<file path="src/rtl/button_conditioner.sv">
// button_conditioner: 2-FF sync, debounce FSM and press/release pulses per channel; auto-repeat with BTN_AUTOREPEAT_EN
module button_conditioner #(
  parameter int N_BTN = 3,
  parameter int CNT_W = 16,
  parameter int DB_CYCLES = 50000
`ifdef BTN_AUTOREPEAT_EN
  ,
  parameter int RPT_W = 24,
  parameter int RPT_DELAY = 5000000,
  parameter int RPT_PERIOD = 1000000
`endif
) (
  input  logic             clk,
  input  logic             rst_n,
  input  logic [N_BTN-1:0] btn_raw,
  output logic [N_BTN-1:0] btn_level,
  output logic [N_BTN-1:0] btn_press,
  output logic [N_BTN-1:0] btn_release
);
  typedef enum logic [1:0] {STABLE_LO, ARM_HI, STABLE_HI, ARM_LO} state_t;
  logic [N_BTN-1:0] sync1, sync2;
  always_ff @(posedge clk or negedge rst_n)
    if (!rst_n) begin
      sync1 <= '0;
      sync2 <= '0;
    end else begin
      sync1 <= btn_raw;
      sync2 <= sync1;
    end
  for (genvar g = 0; g < N_BTN; g++) begin : g_ch
    state_t state;
    logic [CNT_W-1:0] cnt;
    logic lvl, prs, rel, done;
    assign done = cnt == CNT_W'(DB_CYCLES - 1);
    assign btn_level[g] = lvl;
    assign btn_press[g] = prs;
    assign btn_release[g] = rel;
`ifdef BTN_AUTOREPEAT_EN
    logic [RPT_W-1:0] rpt;
`endif
    always_ff @(posedge clk or negedge rst_n)
      if (!rst_n) begin
        state <= STABLE_LO;
        cnt <= '0;
        lvl <= 1'b0;
        prs <= 1'b0;
        rel <= 1'b0;
`ifdef BTN_AUTOREPEAT_EN
        rpt <= '0;
`endif
      end else begin
        prs <= 1'b0;
        rel <= 1'b0;
        case (state)
          STABLE_LO: if (sync2[g]) state <= ARM_HI;
          STABLE_HI: if (!sync2[g]) state <= ARM_LO;
          ARM_HI:
            if (!sync2[g]) begin
              state <= STABLE_LO;
              cnt <= '0;
            end else if (done) begin
              state <= STABLE_HI;
              cnt <= '0;
              lvl <= 1'b1;
              prs <= 1'b1;
            end else cnt <= cnt + 1'b1;
          ARM_LO:
            if (sync2[g]) begin
              state <= STABLE_HI;
              cnt <= '0;
            end else if (done) begin
              state <= STABLE_LO;
              cnt <= '0;
              lvl <= 1'b0;
              rel <= 1'b1;
            end else cnt <= cnt + 1'b1;
        endcase
`ifdef BTN_AUTOREPEAT_EN
        if (state == ARM_HI && sync2[g] && done) rpt <= RPT_W'(RPT_DELAY - 1);
        else if (!lvl || (state == ARM_LO && !sync2[g] && done)) rpt <= '0;
        else if (rpt == '0) begin
          rpt <= RPT_W'(RPT_PERIOD - 1);
          prs <= 1'b1;
        end else rpt <= rpt - 1'b1;
`endif
      end
  end
endmodule

</file>
<file path="config.mk">
export PLATFORM = sky130hd
export DESIGN_NAME = button_conditioner
export DESIGN_NICKNAME = d
export VERILOG_FILES = /design/src/rtl/button_conditioner.sv
export SDC_FILE = /design/constraint.sdc
export NUM_CORES = 1
export LEC_CHECK = 0
export ABC_AREA = 1
export CORE_MARGIN = 2
export CORE_UTILIZATION = 51
export CTS_CLUSTER_SIZE = 8
export DETAILED_ROUTE_END_ITERATION = 7
export PLACE_DENSITY = 0.83
export SLEW_MARGIN = 10
export SYNTH_ARGS = -nofsm -noshare
export SYNTH_HDL_FRONTEND = slang
export SYNTH_SLANG_ARGS = --single-unit
export TNS_END_PERCENT = 50
</file>
<file path="constraint.sdc">
create_clock -name clk -period 1.4 [get_ports clk]
set_input_delay 0.14 -clock clk [delete_from_list [all_inputs] [get_ports clk]]
set_output_delay 0.14 -clock clk [all_outputs]
set_load 0.02 [all_outputs]
</file>
==> reports/metrics.yaml <==
sta:
  setup_ws_ps: -97.38
  grt_setup_unrepaired: "yes"
  fin_crit_ps: 1497
  worstMarginPinSlew_ps: 363.5
  finalHoldViolCount: 0
  finalMaxSlewViolations: 0
  hold_ws_ps: 216.1
  clock-skew-final_ps: 9.230
  relSlewSlack_pct: 75.76
  finalCritPeriodShare_pct: 107.0
  setup_viol: 29
  fmax_mhz: 667.8
floorplanning:
  rows: 31
  io_pins: 14
  start_util_pct: 52.03
  coreArea_mm2: 0.007176
  die_w_um: 89.56
  die_h_um: 89.56
  dieArea_mm2: 0.008021
yosys:
  synth_seq_cells: 69
  ys_seq_area_share_pct: 46.25
  async_flop_share_pct: 100.0
  yosys_warnings: 0
  synth_nets: 501
  netlist_area_mm2: 0.003734
  synth.avg_cell_area_um2: 7.573
  synthCells: 493
  synth_cell_type_count: 28
  synth_ff_type: "dfrtp_1"
  synth_edf_count: 0
cells_and_area:
  area_delta_synth_final_pct: 31.47
  nets: 563
  diodes: 0
  fin_area_mm2: 0.004908
  fin_util_pct: 68.40
  fin_cells: 659
  drive_above_1_share_pct: 31.07
drt:
  routedWlPerCell_um: 15.48
  vias_per_cell: 5.530
  dr.pass1.iters: 5
  drt_drc_violations_left: 0
  postRouteAntennaNets: 0
  drt-total-wl_um: 10200
  vias: 3644
  dr.first_iter.drc_count: 332
placement:
  place_inst: 620
  io_buffers: 13
  place.gp.congestion: 0.9364
  placed_area_mm2: 0.004111
  dpl.hpwl_um: 5706
worst_hold_path:
  worstHoldPathType: "in -> reg"
global_route:
  grt_pass1_wl_um: 14260
  grt_pass1_vias: 3332
  grt_max_degree: 70
  antenna_found_initial: 0
  grt.overflow.total: 0
  track_usage_pct: 22.92
clock_network:
  clk_pin_slew_worst_paths_ps: 80
  clock_sinks: 69
  root_buffer: "clkbuf_8"
  htreeDepth: 3
  clk_latency_ps: 360
  cts_made_buffers: 9
  cts_tree: "built"
  clock_tree.buffer_depth: 2
setup_path:
  path_cells: "ha_4, nand2_4, nor2_4, inv_2, nor2_4, nand2_2, nor2_4, nand3_1, nand2_1, nor2_1"
  path_class: "reg -> reg"
  cpMaxStageDelayCell: "dfrtp_1"
  cp-start-kind: "register"
  arrival_ps: 1750
  cp_max_fo: 4
  max_stage_delay_ps: 410
  worstSetupEndpointType: "register"
  path_common_cell: "nor2_4"
  critPathRequiredTime_ps: 1650
pwr:
  leakagePower_nw: 2.318
  peakVddDrop_mv: 0.5705
  power_density_mw_per_mm2: 896.7
status:
  status: "complete, but fails checks"
  failed_checks: "setup timing"
flow_run:
  maxCapViolations: 0
==> final timing paths <==
path,from,endpoint,slack [ps],cells after the start
setup reg to reg,g_ch[0].cnt[0]$_DFFE_PN0P_,g_ch[0].cnt[14]$_DFFE_PN0P_,-100,10
hold reg to reg,sync1[2]$_DFF_PN0_,sync2[2]$_DFF_PN0_,360,0
hold / removal,btn_raw[1],sync1[1]$_DFF_PN0_,220,1
min in group asynchronous,rst_n,g_ch[1].lvl$_DFFE_PN0P_,340,3
max in group asynchronous,rst_n,g_ch[2].cnt[5]$_DFFE_PN0P_,750,3
setup / recovery,g_ch[0].cnt[0]$_DFFE_PN0P_,g_ch[0].cnt[14]$_DFFE_PN0P_,-100,10
==> critical path, delay by kind of cell, from the launching register on <==
family / cells / cell delay, ps
fa+ha+maj: 1 / 180
buf+inv: 1 / 60
flops: 1 / 410
simple gates: 8 / 720
==> metal layers <==
metal | vias up | share of wire, % | global-route usage [%]
met4 | 0 | 4.1 | 11.67
met2 | 149 | 52 | 39.30
met3 | 50 | 5.0 | 4.617
met5 | - | 0 | 0
met1 | 1779 | 38 | 27.11
li1 | 1666 | - | -
==> cells in the mapped netlist (3+ instances only) <==
library cell  number  share of area [%]
nor2_2             7                1.2
o21bai_1           3               0.60
buf_4              9                1.8
nand4_1           15                2.5
inv_2              6               0.60
nand3_1           39                5.2
nand3_2            4                1.1
nor2_1            74                7.4
a21oi_1           12                1.6
nor3_1             7               0.94
nand2_2            4               0.67
dfrtp_1           69                 46
buf_2              3               0.40
xor2_1            10                2.3
nand2_1          128                 13
nor2_4             4                1.2
ha_1               3                1.0
o21ai_0           20                2.7
inv_1             62                6.2
==> through the flow <==
step,TNS (ps),worst slack [ps],total power [mW]
after floorplan,0,58.49,2.250
after global placement,-162.4,-66.51,2.386
after detailed placement,-1626,-131.1,2.408
after CTS,-330.7,-81.05,4.270
after global routing,-4709,-183.6,4.516
final,-1260,-97.38,4.402
==> state kept, by name, indices dropped and copies added (netlist names), named ones only <==
name        cells
g_ch.rel        3
sync2           3
g_ch.cnt       48
g_ch.state      3
sync1           3
g_ch.lvl        3
g_ch.prs        3
==> repair_timing <==
action                     4_1_cts  5_1_grt
hold buffers                     1        0
gates resized for setup         44       95
setup endpoints to repair       52       50
buffers inserted                 5       19
hold endpoints to repair        69        0
pin swaps                       16       38
==> area by class of cell <==
type,count,area [um2]
Clock buffer,10,127.6
Clock inverter,6,95.09
Fill cell,467,2267
Inverter,68,267.8
Multi-Input combinational cell,343,2006
Sequential cell,69,1732
Tap cell,99,123.9
Timing Repair Buffer,64,556.8
==> cell usage in the layout (no fill, tap or decap), types with 4 or more instances in the layout <==
cell,n
dfrtp_1,65
o21ai_1,6
buf_4,37
o21ai_2,5
xor2_1,10
inv_1,52
dfrtp_2,4
inv_2,12
a21oi_1,10
nor2_2,19
nor2_4,16
nand2_4,5
nor2_1,50
nand2_1,108
clkbuf_8,9
nor3_1,7
dlygate4sd2_1,9
nand3_4,6
nand3_1,31
nand3_2,7
buf_6,12
o21ai_0,11
nand2_2,19
nand4_1,15
==> cell families after synthesis <==
family                   Yosys count  share of synthesized area [%]
flip-flops                        69                          46.25
XOR/XNOR                          12                          2.815
buffers and inverters             81                          9.349
adder cells (fa/ha/maj)            3                          1.005
AND/OR/NAND/NOR                  290                          34.99
AO/OA/AOI/OAI                     38                          5.597
==> power by group <==
part           internal, mW  total, mW  leakage (nW)  switching [mW]
Sequential             2.04       2.11         0.930          0.0682
Clock                  1.02       1.87         0.111           0.851
Combinational         0.190      0.416          1.28           0.227
Power figures use the tool's default switching activity.
